[src/rtl/debug_dump_unit.sv]
// Debug snapshot streamer: freezes N channels, sweeps data memory, emits bytes on a valid/ready link.
// Optional trailing XOR checksum byte when DEBUG_DUMP_CHECKSUM_EN is defined.
`timescale 1ns/1ps
module debug_dump_unit #(
  parameter int NUM_CH          = 4,
  parameter int CH_BITS         = 64,
  parameter int PROC_BITS       = 32,
  parameter int DATA_ADDRS_BITS = 5,
  parameter int MEM_WORDS       = 32
) (
  input  logic                        clk,
  input  logic                        rst,
  input  logic                        i_start,
  input  logic [NUM_CH*CH_BITS-1:0]   i_snapshot,
  input  logic [PROC_BITS-1:0]        i_mem_data,
  output logic                        o_debug_read_data,
  output logic [DATA_ADDRS_BITS-1:0]  o_debug_read_address,
  output logic                        o_dp_enable,
  output logic [7:0]                  o_tx_data,
  output logic                        o_tx_valid,
  input  logic                        i_tx_ready,
  output logic                        o_busy,
  output logic                        o_done
);

  localparam int SNAP_BITS  = NUM_CH * CH_BITS;
  localparam int SNAP_BYTES = SNAP_BITS / 8;
  localparam int WORD_BYTES = PROC_BITS / 8;
  localparam int MAX_BYTES  = (SNAP_BYTES > WORD_BYTES) ? SNAP_BYTES : WORD_BYTES;
  localparam int IDX_W      = (MAX_BYTES > 1) ? $clog2(MAX_BYTES) : 1;

  localparam logic [IDX_W-1:0]           SNAP_LAST = IDX_W'(SNAP_BYTES - 1);
  localparam logic [IDX_W-1:0]           WORD_LAST = IDX_W'(WORD_BYTES - 1);
  localparam logic [DATA_ADDRS_BITS-1:0] LAST_ADDR = DATA_ADDRS_BITS'(MEM_WORDS - 1);

  typedef enum logic [2:0] {
    S_IDLE,
    S_SNAP,
    S_MEM_REQ,
    S_MEM_CAPT,
    S_MEM_SEND,
`ifdef DEBUG_DUMP_CHECKSUM_EN
    S_CSUM,
`endif
    S_DONE
  } state_t;

  state_t                      state_q, state_d;
  logic [SNAP_BITS-1:0]        shadow_q, shadow_d;
  logic [PROC_BITS-1:0]        word_q, word_d;
  logic [IDX_W-1:0]            idx_q, idx_d;
  logic [DATA_ADDRS_BITS-1:0]  addr_q, addr_d;
  logic [7:0]                  tx_data_q, tx_data_d;
  logic                        tx_valid_q, tx_valid_d;
  logic                        rd_q, rd_d;
  logic                        dp_en_q, dp_en_d;
  logic                        busy_q, busy_d;
  logic                        done_q, done_d;
`ifdef DEBUG_DUMP_CHECKSUM_EN
  logic [7:0]                  csum_q, csum_d;
`endif
  logic                        xfer;

  assign xfer = tx_valid_q && i_tx_ready;

  always_comb begin
    state_d    = state_q;
    shadow_d   = shadow_q;
    word_d     = word_q;
    idx_d      = idx_q;
    addr_d     = addr_q;
    tx_data_d  = tx_data_q;
    tx_valid_d = tx_valid_q;
    rd_d       = rd_q;
    dp_en_d    = dp_en_q;
    busy_d     = busy_q;
    done_d     = done_q;
`ifdef DEBUG_DUMP_CHECKSUM_EN
    csum_d     = csum_q;
    if (xfer) csum_d = csum_q ^ tx_data_q;
`endif

    case (state_q)
      S_IDLE: begin
        if (i_start) begin
          state_d    = S_SNAP;
          shadow_d   = i_snapshot;
          idx_d      = '0;
          tx_data_d  = i_snapshot[7:0];
          tx_valid_d = 1'b1;
          dp_en_d    = 1'b0;
          busy_d     = 1'b1;
`ifdef DEBUG_DUMP_CHECKSUM_EN
          csum_d     = '0;
`endif
        end
      end

      S_SNAP: begin
        if (xfer) begin
          if (idx_q == SNAP_LAST) begin
            state_d    = S_MEM_REQ;
            tx_valid_d = 1'b0;
            addr_d     = '0;
            rd_d       = 1'b1;
          end else begin
            idx_d     = idx_q + IDX_W'(1);
            tx_data_d = shadow_q[8*(int'(idx_q) + 1) +: 8];
          end
        end
      end

      S_MEM_REQ: state_d = S_MEM_CAPT;

      // Read data is valid during MEM_CAPT; the first byte is presented straight from the bus.
      S_MEM_CAPT: begin
        state_d    = S_MEM_SEND;
        rd_d       = 1'b0;
        word_d     = i_mem_data;
        idx_d      = '0;
        tx_data_d  = i_mem_data[7:0];
        tx_valid_d = 1'b1;
      end

      S_MEM_SEND: begin
        if (xfer) begin
          if (idx_q == WORD_LAST) begin
            if (addr_q == LAST_ADDR) begin
`ifdef DEBUG_DUMP_CHECKSUM_EN
              state_d    = S_CSUM;
              tx_data_d  = csum_q ^ tx_data_q;
`else
              state_d    = S_DONE;
              tx_valid_d = 1'b0;
              done_d     = 1'b1;
`endif
            end else begin
              state_d    = S_MEM_REQ;
              tx_valid_d = 1'b0;
              addr_d     = addr_q + DATA_ADDRS_BITS'(1);
              rd_d       = 1'b1;
            end
          end else begin
            idx_d     = idx_q + IDX_W'(1);
            tx_data_d = word_q[8*(int'(idx_q) + 1) +: 8];
          end
        end
      end

`ifdef DEBUG_DUMP_CHECKSUM_EN
      S_CSUM: begin
        if (xfer) begin
          state_d    = S_DONE;
          tx_valid_d = 1'b0;
          done_d     = 1'b1;
        end
      end
`endif

      S_DONE: begin
        state_d = S_IDLE;
        done_d  = 1'b0;
        busy_d  = 1'b0;
        dp_en_d = 1'b1;
      end

      default: state_d = S_IDLE;
    endcase
  end

  always_ff @(posedge clk or posedge rst) begin
    if (rst) begin
      state_q    <= S_IDLE;
      shadow_q   <= '0;
      word_q     <= '0;
      idx_q      <= '0;
      addr_q     <= '0;
      tx_data_q  <= '0;
      tx_valid_q <= 1'b0;
      rd_q       <= 1'b0;
      dp_en_q    <= 1'b1;
      busy_q     <= 1'b0;
      done_q     <= 1'b0;
`ifdef DEBUG_DUMP_CHECKSUM_EN
      csum_q     <= '0;
`endif
    end else begin
      state_q    <= state_d;
      shadow_q   <= shadow_d;
      word_q     <= word_d;
      idx_q      <= idx_d;
      addr_q     <= addr_d;
      tx_data_q  <= tx_data_d;
      tx_valid_q <= tx_valid_d;
      rd_q       <= rd_d;
      dp_en_q    <= dp_en_d;
      busy_q     <= busy_d;
      done_q     <= done_d;
`ifdef DEBUG_DUMP_CHECKSUM_EN
      csum_q     <= csum_d;
`endif
    end
  end

  assign o_debug_read_data    = rd_q;
  assign o_debug_read_address = addr_q;
  assign o_dp_enable          = dp_en_q;
  assign o_tx_data            = tx_data_q;
  assign o_tx_valid           = tx_valid_q;
  assign o_busy               = busy_q;
  assign o_done               = done_q;

endmodule

[config.mk]
export PLATFORM = sky130hd
export DESIGN_NAME = debug_dump_unit
export DESIGN_NICKNAME = d
export VERILOG_FILES = /design/src/rtl/debug_dump_unit.sv
export SDC_FILE = /design/constraint.sdc
export NUM_CORES = 1
export LEC_CHECK = 0
export ABC_AREA = 1
export ABC_CLOCK_PERIOD_IN_PS = 19700
export CAP_MARGIN = 20
export CORE_MARGIN = 5
export CORE_UTILIZATION = 37
export DETAILED_ROUTE_END_ITERATION = 6
export DONT_BUFFER_PORTS = 1
export PLACE_DENSITY = 0.55
export SLEW_MARGIN = 20
export SYNTH_ARGS = -nofsm -noshare
export SYNTH_HDL_FRONTEND = slang
export SYNTH_SLANG_ARGS = --single-unit
[constraint.sdc]
create_clock -name clk -period 19.7 [get_ports clk]
set_input_delay 3.94 -clock clk [delete_from_list [all_inputs] [get_ports clk]]
set_output_delay 3.94 -clock clk [all_outputs]
set_load 0.01 [all_outputs]
Word-level counts from Yosys, hierarchy flattened
Cells that the tools add are included.

word-level totals
  input bits = 292
  bits in registers = 314
  logic and storage cells = 92

cells by class
  multiplexer cells = 44
  reduce and logical (&&, ||, !) cells = 15
  $add $sub $neg = 3
  equal/unequal tests = 17
  shift-type cells = 2

operators with widths
  kind                   count
  $shiftx A256 B32 Y8    1
  $mux W5                10
  $mux W8                5
  $pmux W8 S4            1
  $shiftx A32 B10 Y8     1
  $reduce_and A6 Y1      4
  $pmux W5 S4            1
  $mux W3                6
  $ne A2 B2 Y1 const B   9
  $pmux W3 S5            1
  $mux W1                14
  $add A5 B1 Y5 const B  2
  $eq A5 B5 Y1 const B   2
  $pmux W5 S2            1
  $add A5 B1 Y6 const B  1
  $eq A3 B2 Y1 const B   2
  $eq A3 B3 Y1 const B   2
  $pmux W1 S2            3
  $reduce_bool A2 Y1     3
  $eq A5 B2 Y1 const B   1
  $reduce_and A5 Y1      1
  $pmux W1 S4            1
  $reduce_and A2 Y1      2
  $reduce_and A4 Y1      1
  6 further kinds        6

Longest topological paths before layout
Gate-level depths: netlist (run 1).

  depth after elaboration = 5
  gate-level depth with buffers = 13
  gate-level depth less buffers = 12

Worst setup path before layout (run 1)
OpenSTA, ideal clock, no wires.

  kind = in2reg
  start point = in i_start
  end point = reg idx_q[3]
  arrival = 4749 ps
  buffers on the path = 1
  data required time = 19574 ps
  stages = 8
  setup slack = 14825 ps
  setup time = 126 ps
  cell sequence = inv_1 -> nand3_1 -> o21ai_1 -> nor2_1 -> nand3b_2 -> buf_4 -> nor3_1 -> nor3b_2

on the way
  word-level cells in the longest chain between the ends = 2

RTL lines
  what                                RTL line  text
  from (decl)                         13        input logic i_start,
  $ne A2 B2 Y1 (no source line)       --
  $reduce_and A6 Y1 (no source line)  --
  to (signal assigned)                191       idx_q <= idx_d;
  to (decl)                           51        logic [IDX_W-1:0] idx_q, idx_d;

Every way passes these cells.
A chain may end at the register's enable or synchronous reset.

Worst setup path after layout (run 1)
  start point = in i_start
  end point = reg shadow_q[240]

on the way
  word-level cells in the longest chain between the ends = 1

RTL lines
  what                                RTL line  text
  $reduce_and A2 Y1 (no source line)  --
  to (signal assigned)                189       shadow_q <= shadow_d;
  to (decl)                           49        logic [SNAP_BITS-1:0] shadow_q, shadow_d;

Every way passes these cells.

==> reports/summary.md, run 1 <==
Via count: 12.2k. Of all nets on the critical path, the largest fanout is 121. The number of nets handed over by synthesis was 2234. Leaving out fill and tap cells, the most frequent cell in the layout is nand2_1. The analysis attributes to net switching a power of 1.17 mW. Die outline height: 208 um.

The run gives 41.1% as the end-of-flow core utilization. Summed over all cells, the static leakage comes to 8.01 nW. For this design, the CTS-stage hold fixing added 0 buffers. In this run, synthesis inferred 0 flip-flops with an integrated enable. The beginning of the critical path was i_start. The first TritonRoute pass finished after 5 iterations.

By startpoint and endpoint, the worst setup path is classified as input port to register. The xor/xnor share of the synthesized area works out to 0.0605%. Number of warnings printed during yosys synthesis: 0. Routability-driven placement finished with a final weighted congestion of 0.833. In the final routed layout, each cell accounts on average for 19.5 um. Sort of element at the end of the critical path: a register.

The proportion of layout cells with a drive suffix above 1 came out at 5.71%. Signal routing reaches up to met5. The simple logic cell fraction of the synthesized area is 29.8%. The worst setup skew after layout was 0.0187 ns. The leftover overflow at the end of global routing is 0, and the final max-slew violation count is 0.

The tools report the maximum ir drop on the vdd rail as 0.0710 mV. Combinational logic is responsible for 39.0% of the overall power. The share of the clock period used by the worst path after layout came out at 32.3%.

The tools report the area occupied by multi-input gates as 5700 um2. The transition time of the tightest slew-check pin was 1.08 ns; the number of library cell types mapped by synthesis was 34. In the final routing, the length of wire on met1 measures 20200 um.

The tools report the global-route wire length before repair as 72700 um. The run gives 2950 um as the routed wire length on met3. In the final timing run, aggregate negative setup slack is 0 ns.

By area, the combinational part of the netlist is dominated by simple AND/OR/NAND/NOR gates. By instance count, the cell type seen most on the critical path is buf_4. STA classifies the critical path startpoint as an input port. After layout, the worst setup slack is 13.34 ns. The mean post-synth cell area was 7.47 um2. Leaving out fill and tap cells, the most frequent cells in the layout are 838 x nand2_1, 296 x dfrtp_1, 192 x inv_1. Clock-pin slew was measured on the worst setup and hold paths at 0.06 ns.

The post-place setup slack was 12.78 ns. The aggregate routed wire length was 47300 um. The core region is 38700 um2.

The total internal power was 1.64 mW. For flop-to-flop paths, the worst setup slack is 15.91 ns. Fraction of power spent switching nets: 41.7%. On the worst path, the slowest cell contributes a delay of 0.93 ns. The DRC violation total after the first TritonRoute iteration is 977, and the post-synthesis sequential element count is 298. Number of diodes: 0. The number of nets with antenna violations after detailed routing came out at 0. The worst-path cell with the longest stage delay is buf_4. The count of maximum capacitance violations was 0. Input and output buffers added on the ports amount to 0. The power density normalized to cell area came out at 177 nW/um2. The number of design rule violations left after detail routing was 0; the starting density of the core was 37.4%. Post-synthesis adder-cell area fraction: 0.345%.

The endpoint identified for the worst register-to-register timing path is shadow_q[240]$_DFFE_PP0P_. The layout has 4063 filler cells. Counting cells, the worst reg-to-reg path comes to 8. For the initial antenna violation count, the log shows 1. The clock network is responsible for 23.7% of the overall power. The startpoint of the worst register-to-register path is state_q[2]$_DFFE_PP0P_. The clock reaches the later pin of the worst-skew pair after 0.54 ns.

The synthesized instance count was 1938; the total die area was 43200 um2. In the final layout, flip-flops and latches occupy 7460 um2. The total CTS buffers is 36, and the path length in cells of the critical path is 6. The number of gates resized after cts is 0. After synthesis, the share of flip-flops with an asynchronous set or reset is 100%.

Counting both buffers and inverters, the worst setup path holds a total of 4. The width of the die was 208 um; the detailed placement HPWL was 32500 um. The number of global-route vias before repair was 12.1k; the combined global-route utilization of all metal layers was 21.3%. The H-tree was split into 2 levels. In this run the worst setup path terminates at shadow_q[240]$_DFFE_PP0P_. Timing would allow up to 157 MHz. Traced cell by cell, the critical path runs through inv_1, nor2_4, buf_4, buf_4, buf_4, o21ai_0. The mux cell area share after synthesis is 0%. The flow ran to the end, and the final reports show no timing, DRC or antenna violations. Sequential elements use 51.5% of the synthesized area.

For the finished layout, the period the worst path requires is 6.36 ns. The headroom to the max-slew limit came out at 28.0%. STA puts the critical path data arrival time at 6.71 ns.

The category of cells accounting for the largest share of critical-path delay was buffers and inverters. TritonCTS built the clock tree. In the routed layout, each cell is associated on average with a via count of 5.02.

No sink is reached through more buffers than the 3 on the longest clock path. Per report_power, the sequential group accounts for 37.2% of the total. The floorplan has 72 rows. The tools report the number of hold violations in the final report as 0. Entering global routing, the biggest net connects 122 pins. At the end of the flow, the number of nets in the layout was 2178. The area growth from synthesis to layout is 9.93%. Class of the most critical hold timing path: register to register. The clock net in this run drives a total of 298 sinks.

At the worst endpoint, the required time is 20.06 ns. After detailed routing, the met2 layer carries 23400 um of wire. Dominant register cell in the synthesized netlist: dfrtp_1.

The start point of the worst hold path was shadow_q[104]$_DFFE_PP0P_. Final number of setup-violating endpoints: 0. Buffers added to address setup during post-CTS repair amount to 0. The number of I/O pins was 310; the synthesized cell area was 14500 um2. The tools report the clock tree root driver cell as clkbuf_16. Summing the areas of all compound-gate instances in the mapped netlist gives 9.03% of the synthesized area.

Setup repair after global routing left no endpoint under its margin.
## final cells by class
class                      instances  share of cell area, %
clock buffer                      52                   6.67
clock inverter                    13                  0.825
inverter                         206                   4.92
timing repair buffer              19                  0.896
sequential                       298                   46.9
tap                              518                   4.07
multi-input combinational       1321                   35.8
## synthesized netlist by cell type, types with 2 or more instances
library cell  count  area share [%]
a21oi_1          36             1.2
buf_2            64             2.2
buf_4            10            0.52
buf_6             3            0.23
clkbuf_1         35            0.91
dfrtp_1         297              51
ha_1              4            0.35
inv_1           193             5.0
inv_2            12            0.31
nand2_1         838              22
nand2_2           3            0.13
nand2_4           2            0.16
nand3_1         167             5.8
nand4_1          11            0.48
nor2_1           36            0.93
nor2_2            5            0.22
nor2_4            2            0.16
nor3_1            4            0.14
o211ai_1         13            0.67
o21ai_0         181             6.3
o21ai_1           4            0.14
o221ai_1          6            0.36
## how the worst min path moves through the flow
stage                                            to  depth (start not counted)
final                     shadow_q[104]$_DFFE_PP0P_                          2
after global routing          word_q[8]$_DFFE_PP0N_                          2
after floorplan            shadow_q[31]$_DFFE_PP0P_                          2
after global placement     shadow_q[31]$_DFFE_PP0P_                          2
after detailed placement   shadow_q[31]$_DFFE_PP0P_                          2
after CTS                  shadow_q[31]$_DFFE_PP0P_                          2
## power by group through the flow
stage / Clock (mW) / Combinational, mW / Sequential [mW]
after detailed placement: 0 / 1.11 / 1.06
final: 0.668 / 1.10 / 1.05
after global routing: 0.710 / 1.27 / 1.08
after CTS: 0.684 / 1.12 / 1.05
after global placement: 0 / 1.09 / 1.05
after floorplan: 0 / 0.843 / 1.01
## layer usage
metal	up-vias	global-route usage, %
li1	5923	-
met2	313	36.4
met1	5893	27.9
met3	47	5.02
met5	-	0
met4	2	4.17
## through the flow
step                      instances  power [mW]  hold slack (ns)  area, um2
after global placement         2362        2.14            0.451      14700
after detailed placement       2362        2.17            0.453      14700
after global routing           2427        3.06            0.485      15900
after floorplan                1938        1.85            0.436      14500
final                          2427        2.81            0.463      15900
after CTS                      2427        2.85            0.467      15900
## state kept, by name, summed over array words and instances, names as in the netlist
signal / flops
o_dp_enable: 1
o_debug_read_address: 5
shadow_q: 248
o_done: 1
o_tx_data: 8
word_q: 24
state_q: 3
idx_q: 5
o_busy: 1
o_debug_read_data: 1
o_tx_valid: 1
## worst min-delay path, delay by kind of cell (launching register included)
| kind | cells | cell delay, ns |
|---|---|---|
| flip-flops | 1 | 0.33 |
| AND/OR/NAND/NOR | 2 | 0.10 |
## cells by family after synthesis
kind of cell	count (synthesis)
adders and majority gates	4
buffers and inverters	319
xor gates and xnor gates	1
DFF	298
and+or+nand+nor	1070
AOI/OAI and AO/OA	246
No activity file was read; power rests on OpenSTA's default activity.
==> inputs of run 2 (changes only) <==
--- a/config.mk
+++ b/config.mk
@@ -6,13 +6,13 @@
 export NUM_CORES = 1
 export LEC_CHECK = 0
 export ABC_AREA = 1
-export ABC_CLOCK_PERIOD_IN_PS = 19700
+export ABC_CLOCK_PERIOD_IN_PS = 5110
 export CAP_MARGIN = 20
 export CORE_MARGIN = 5
 export CORE_UTILIZATION = 37
 export DETAILED_ROUTE_END_ITERATION = 6
 export DONT_BUFFER_PORTS = 1
-export PLACE_DENSITY = 0.55
+export PLACE_DENSITY = 0.57
 export SLEW_MARGIN = 20
 export SYNTH_ARGS = -nofsm -noshare
 export SYNTH_HDL_FRONTEND = slang
==> constraint.sdc (replaced) <==
create_clock -name clk -period 5.11 [get_ports clk]
set_input_delay 1.022 -clock clk [delete_from_list [all_inputs] [get_ports clk]]
set_output_delay 1.022 -clock clk [all_outputs]
set_load 0.01 [all_outputs]
==> reports/summary.md, run 2 (same netlist as run 1, synthesis figures left out) <==
The run finished with clean final reports. The synthesis-to-layout area growth came out at 10.3% (was 9.93%). Category of cells accounting for the largest share of critical-path delay: simple AND/OR/NAND/NOR gates (was buffers and inverters).

The tools report the routability-driven placement congestion ratio as 0.860 (was 0.833). The number of gates resized after cts is 0 (unchanged), and the maximum cell stage delay along the critical path is 1.04 ns (was 0.93 ns). The number of buffers and inverters on the critical path was 1 (was 4); the initial antenna violation count was 5 (was 1). Detailed placement HPWL: 34200 um (was 32500 um). For the final number of setup-violating endpoints, the log shows 0 (unchanged).

Most frequent standard cell in the layout excluding fill and tap cells: nand2_1 (unchanged). Total die area: 43200 um2 (unchanged). The port buffer count was 0 (unchanged); the first-pass detailed-route iteration total was 6 (was 5). The setup total negative slack came out at 0 ns (unchanged). The number of hold violations in the final report is 0 (unchanged), and the worst path required time is 5.50 ns (was 20.06 ns).

The average wire length per cell after detail routing is 19.8 um (was 19.5 um). The worst-path cell with the longest stage delay is dfrtp_1 (was buf_4). Nature of the critical path startpoint: a register (was an input port). Highest-count cells in the layout ignoring fill and taps: 838 x nand2_1, 296 x dfrtp_1, 192 x inv_1 (unchanged). The register bank with the most flops was shadow_q (unchanged). The CTS clock-pin slew for the worst setup and hold paths is 0.06 ns (about the same). The largest driver fanout on the critical path was 37 (was 121); the met2 global-route usage was 36.0% (was 36.4%).

DRC violation total after the first TritonRoute iteration: 1201 (was 977). The logs give 41.2% (was 41.1%) for the end-of-flow core utilization and 73800 um (was 72700 um) for the global-route wire length before repair. The cell with the most instances on the worst path is nand2_2 (was buf_4). The proportion of layout cells with a drive suffix above 1 is 5.31% (was 5.71%), and the clock insertion delay at the later pin of the skew report is 0.54 ns (about the same).

Setup repair after global routing left no endpoint under its margin. The transition time of the tightest slew-check pin was 1.09 ns (was 1.08 ns). Critical path cell sequence: nand2_4, nand2_2, nand2_2, nand3b_2, inv_2, nand3_1, o21ai_1 (was inv_1, nor2_4, buf_4, buf_4, buf_4, o21ai_0). Number of vias per cell: 5.06 (was 5.02). The logs give 0 (unchanged) for the number of nets with antenna violations after detailed routing and 72 (unchanged) for the number of rows created at floorplan.

The number of buffers added to fix hold violations after cts was 0 (unchanged); the combined global-route utilization of all metal layers was 21.8% (was 21.3%). The leftover overflow at the end of global routing was 0 (unchanged); the share of the clock period used by the worst path after layout was 56.9%. The class of the most critical hold timing path is input port to async pin (was register to register).

The headroom to the max-slew limit is 27.6% (was 28.0%), and the die outline height is 208 um (unchanged). The maximum number of pins on one net before global-route repair was 229 (was 122); the starting density of the core was 37.4% (unchanged). The met1 usage was 28.8% (was 27.9%); the worst setup skew after layout was 0.0159 ns (was 0.0187 ns).

The tools report the met3 track utilization from global routing as 4.14% (was 5.02%). H-tree depth: 2 (unchanged). The aggregate routed wire length was 47900 um (was 47300 um); the area occupied by multi-input gates was 5700 um2 (unchanged). The data arrival time of the critical path was 3.30 ns (was 6.71 ns).

The layer with the highest usage was met2 (unchanged). The maximum frequency from static timing analysis came out at 344 MHz. The tools report the maximum buffer depth of the clock tree as 3 (unchanged). Final period demand of the worst path: 2.91 ns.

The clock sink total was 298 (unchanged). The run gives 36 (unchanged) as the total CTS buffers. The maximum ir drop on the vdd rail was 0.343 mV (was 0.0710 mV); the number of I/O pins was 310 (unchanged). The post-CTS setup repair buffer count came out at 0 (unchanged). The sort of element at the end of the critical path was a register (unchanged).

Register area: 7460 um2 (unchanged). TritonCTS built the clock tree. The flip-flop count of the largest register, all copies and words added was 248 (unchanged); the number of design rule violations left after detail routing was 0 (unchanged).

The final max-slew violation count is 0 (unchanged), and the width of the die is 208 um (unchanged). The number of global-route vias before repair was 12.5k (was 12.1k); the via count was 12.3k (was 12.2k). Power density normalized to cell area: 697 nW/um2 (was 177 nW/um2). The number of nets in the layout is 2173 (was 2178). Startpoint-to-endpoint class of the critical path: register to register (was input port to register). The tools report the leakage dissipation as 8.01 nW (about the same).

The count of maximum capacitance violations came out at 0 (unchanged). The run gives 4074 (was 4063) as the number of filler cells placed in the layout. Clock tree root driver cell: clkbuf_16 (unchanged). The final total power is 11.1 mW (was 2.81 mW), and the area of the core region is 38700 um2 (unchanged).
## run 2: cell types whose count changed in the layout (fill, tap and decap cells not counted), sizes merged
| cell | previous run | this run |
|---|---|---|
| buf | 19 | 14 |
| bufinv | 2 | 6 |
| diode | 0 | 4 |
| clkbuf | 52 | 49 |
| clkinv | 7 | 5 |
## run 2: area by class of cell
class / instances / area share (%)
Sequential cell: 298 / 46.7
Multi-Input combinational cell: 1321 / 35.6
Clock buffer: 49 / 6.26
Inverter: 206 / 4.88
Tap cell: 518 / 4.06
Clock inverter: 15 / 1.50
Timing Repair Buffer: 14 / 0.893
Antenna cell: 4 / 0.0626
## run 2: metal layers
| layer | share of wire [%] | up-vias |
|---|---|---|
| met5 | 0.023 | - |
| met4 | 3.3 | 2 |
| met3 | 6.3 | 84 |
| met2 | 48 | 375 |
| met1 | 43 | 5890 |
| li1 | - | 5908 |
## run 2: worst reg2reg max path, cell delays in order, from the launching register on
cell,delay (ns)
dfrtp_1,1.04
nand2_4,0.46
nand2_2,0.44
nand2_2,0.13
nand3b_2,0.29
inv_2,0.21
nand3_1,0.11
o21ai_1,0.07
## run 2: path summary, 6_finish.rpt
path	from	end	slack [ns]	cells past startpoint
setup / recovery	state_q[2]$_DFFE_PP0P_	idx_q[0]$_DFFE_PP0P_	2.20	7
hold / removal	rst	shadow_q[35]$_DFFE_PP0P_	0.40	1
setup reg to reg	state_q[2]$_DFFE_PP0P_	idx_q[0]$_DFFE_PP0P_	2.20	7
hold reg to reg	shadow_q[73]$_DFFE_PP0P_	shadow_q[73]$_DFFE_PP0P_	0.46	2
max in group asynchronous	rst	idx_q[0]$_DFFE_PP0P_	3.38	2
min in group clk	shadow_q[73]$_DFFE_PP0P_	shadow_q[73]$_DFFE_PP0P_	0.46	2
## run 2: through the flow
step	worst slack, ns	hold slack [ns]	instances	area (um2)
floorplan	0.130	0.436	1938	14500
global placement	2.31	0.449	2357	14700
detailed placement	2.29	0.454	2357	14700
CTS	2.27	0.378	2421	16000
global route	1.98	0.410	2425	16000
finish	2.20	0.396	2425	16000
## run 2: power by group
part / switching (mW) / internal [mW]
sequential: 0.595 / 3.49
combinational: 3.05 / 1.27
clock: 1.04 / 1.68
==> inputs of run 3 (changes only) <==
--- a/config.mk
+++ b/config.mk
@@ -6,13 +6,13 @@
 export NUM_CORES = 1
 export LEC_CHECK = 0
 export ABC_AREA = 1
-export ABC_CLOCK_PERIOD_IN_PS = 5110
+export ABC_CLOCK_PERIOD_IN_PS = 2800
 export CAP_MARGIN = 20
 export CORE_MARGIN = 5
 export CORE_UTILIZATION = 37
 export DETAILED_ROUTE_END_ITERATION = 6
 export DONT_BUFFER_PORTS = 1
-export PLACE_DENSITY = 0.57
+export PLACE_DENSITY = 0.55
 export SLEW_MARGIN = 20
 export SYNTH_ARGS = -nofsm -noshare
 export SYNTH_HDL_FRONTEND = slang
==> constraint.sdc (replaced) <==
create_clock -name clk -period 2.8 [get_ports clk]
set_input_delay 0.56 -clock clk [delete_from_list [all_inputs] [get_ports clk]]
set_output_delay 0.56 -clock clk [all_outputs]
set_load 0.01 [all_outputs]
==> reports/summary.md, run 3 (same netlist as run 1, synthesis figures left out) <==
For the data arrival time of the critical path, the log shows 2.76 ns (was 3.30 ns). The clock insertion delay at the later pin of the skew report came out at 0.55 ns (was 0.54 ns). The worst hold path terminates at word_q[11]$_DFFE_PP0N_. For the DRC violation total after the first TritonRoute iteration, the log shows 1004 (was 1201). The final period demand of the worst path is 2.32 ns (was 2.91 ns), and the leftover overflow at the end of global routing is 0 (unchanged). Worst path required time: 3.24 ns (was 5.50 ns). The run gives 43200 um2 (unchanged) as the total die area.

The average wire length per cell after detail routing is 19.7 um (was 19.8 um), and the leakage dissipation is 8.16 nW (was 8.01 nW). The tools report the clock sink total as 298 (unchanged). The tools report the maximum ir drop on the vdd rail as 0.618 mV (was 0.343 mV). The setup slack after layout was 0.476 ns (was 2.20 ns); the number of vias per cell was 4.99 (was 5.06). Class of the most critical hold timing path: input port to register (was input port to async pin).

The tools report the sort of element at the end of the critical path as a register (unchanged). Flip-flop count of the largest register, all copies and words added: 248 (unchanged). The logs give 34500 um (was 34200 um) for the detailed placement HPWL and 37.4% (unchanged) for the starting density of the core. The combined global-route utilization of all metal layers came out at 21.7% (was 21.8%). The number of rows created at floorplan was 72 (unchanged); the number of cells traversed by the worst hold path was 2.

For the number of I/O pins, the log shows 310 (unchanged). Startpoint-to-endpoint class of the critical path: register to register (unchanged). The final total power was 20.4 mW (was 11.1 mW); the transition time of the tightest slew-check pin was 0.891 ns (was 1.09 ns). The final max-slew violation count was 0 (unchanged). The tools report the final number of setup-violating endpoints as 0 (unchanged).

The run gives 2 (unchanged) as the H-tree depth. The logs give 4037 (was 4074) for the number of filler cells placed in the layout and 0.0216 ns (was 0.0159 ns) for the worst setup skew after layout. The maximum number of pins on one net before global-route repair was 138 (was 229). Critical register-to-register path endpoint: o_tx_data[1]$_DFFE_PP0P_ (was idx_q[0]$_DFFE_PP0P_). The share of the clock period used by the worst path after layout works out to 83.0% (was 56.9%). The proportion of layout cells with a drive suffix above 1 was 6.45% (was 5.31%); the power density normalized to cell area was 1260 nW/um2 (was 697 nW/um2).

The number of nets in the layout was 2189 (was 2173). The width of the die works out to 208 um (unchanged). The largest driver fanout on the critical path came out at 18 (was 37). The nature of the critical path startpoint was a register (unchanged). The CTS clock-pin slew for the worst setup and hold paths was 0.06 ns (about the same); the total CTS buffers was 37 (was 36). Global-route wire length before repair: 73600 um (was 73800 um). The maximum buffer depth of the clock tree is 3 (unchanged), and the count of maximum capacitance violations is 0 (unchanged).

Register bank with the most flops: shadow_q (unchanged). The run gives 0.856 (was 0.860) as the routability-driven placement congestion ratio. The run gives 38700 um2 (unchanged) as the area of the core region. The run finished with clean final reports. For the maximum frequency from static timing analysis, the log shows 430 MHz (was 344 MHz). For the total non-filler cell area in the finished layout, the log shows 16200 um2 (was 16000 um2). The run gives 5 (was 6) as the first-pass detailed-route iteration total. Number of nets with antenna violations after detailed routing: 0 (unchanged).

The most frequent standard cell in the layout excluding fill and tap cells is nand2_1 (unchanged). Highest-count cells in the layout ignoring fill and taps: 838 x nand2_1, 296 x dfrtp_1, 192 x inv_1 (unchanged). Headroom to the max-slew limit: 40.6% (was 27.6%). The die outline height works out to 208 um (unchanged). The number of hold violations in the final report was 0 (unchanged). For the number of design rule violations left after detail routing, the log shows 0 (unchanged).

Initial antenna violation count: 4 (was 5). The synthesis-to-layout area growth came out at 12.0% (was 10.3%). Setup repair after global routing left no endpoint under its margin. The run gives 0.48 ns (was 2.20 ns) as the worst setup slack for register-to-register paths. TritonCTS built the clock tree. The worst reg2reg path depth works out to 11 (was 7). The aggregate routed wire length came out at 48100 um (was 47900 um). The via count is 12.2k (was 12.3k), and the setup total negative slack is 0 ns (unchanged). For the placed standard-cell area, the log shows 14900 um2 (was 14700 um2).

Clock tree root driver cell: clkbuf_16 (unchanged). The run gives 12.3k (was 12.5k) as the number of global-route vias before repair. The tools report the start point of the worst hold path as i_mem_data[11]. The tools report the startpoint of the worst register-to-register path as idx_q[2]$_DFFE_PP0P_ (was state_q[2]$_DFFE_PP0P_). The post-place setup slack is 0.450 ns (was 2.29 ns), and the port buffer count is 0 (unchanged).
## run 3: changes by cell type in the layout (fill, tap and decap cells not counted)
cell	delta
bufinv_16	-3
clkbuf_16	+2
buf_12	+6
clkinvlp_4	-1
clkbuf_1	-6
buf_4	+8
diode_2	-2
inv_4	-1
clkbuf_8	+9
clkinv_2	+3
dlygate4sd3_1	+1
## run 3: final cells by class
cell class                      instances  area (um2)  area share (%)
Sequential cell                       298        7460            46.0
Multi-Input combinational cell       1321        5700            35.1
Clock buffer                           54        1150            7.10
Inverter                              206         782            4.82
Tap cell                              518         648            3.99
Timing Repair Buffer                   29         333            2.05
Clock inverter                         13         148           0.910
Antenna cell                            2        5.00          0.0308
## run 3: power by group
group	switching [mW]	internal (mW)	leakage, nW
Combinational	5.56	2.42	3.82
Clock	1.90	3.13	0.653
Sequential	0.987	6.37	3.68
## run 3: worst max path at each step
stage                         startpoint                  endpoint  slack, ns  cells after the start
finish              idx_q[2]$_DFFE_PP0P_  o_tx_data[1]$_DFFE_PP0P_       0.48                     11
global route        idx_q[2]$_DFFE_PP0P_  o_tx_data[1]$_DFFE_PP0P_       0.29                     11
CTS                 idx_q[2]$_DFFE_PP0P_  o_tx_data[1]$_DFFE_PP0P_       0.44                     11
detailed placement  idx_q[2]$_DFFE_PP0P_  o_tx_data[1]$_DFFE_PP0P_       0.45                     11
global placement    idx_q[0]$_DFFE_PP0P_  o_tx_data[1]$_DFFE_PP0P_       0.48                     11
floorplan                            rst      idx_q[0]$_DFFE_PP0P_      -1.72                      1
## run 3: stage by stage
step                util (%)  instances  hold slack (ns)
global placement        38.5       2371            0.450
global route            41.9       2440            0.106
detailed placement      38.5       2371            0.454
CTS                     41.9       2439           0.0948
floorplan                  -       1938            0.436
finish                  41.9       2441            0.125
## run 3: worst max-delay path: stages (launching register included)
cell	delay, ns
dfrtp_1	0.38
inv_2	0.27
buf_4	0.38
nand2_1	0.33
o21ai_0	0.18
nand3_1	0.10
nand3_1	0.10
nand2_1	0.06
nor2_1	0.18
nor2_1	0.08
nand2_1	0.09
a21oi_1	0.06
## run 3: per-layer routing
layer | global-route usage (%) | up-vias | share of wire, %
li1 | - | 5948 | -
met1 | 27.9 | 5773 | 43
met2 | 36.1 | 363 | 48
met3 | 5.47 | 92 | 6.2
met4 | 7.07 | 6 | 3.3
met5 | 0 | - | 0.11
## run 3: repair_timing
item                      in CTS  in global routing
setup buffers                  0                  0
gates resized for setup        0                  0
hold endpoints to repair      14                  0
hold buffers                   1                  0
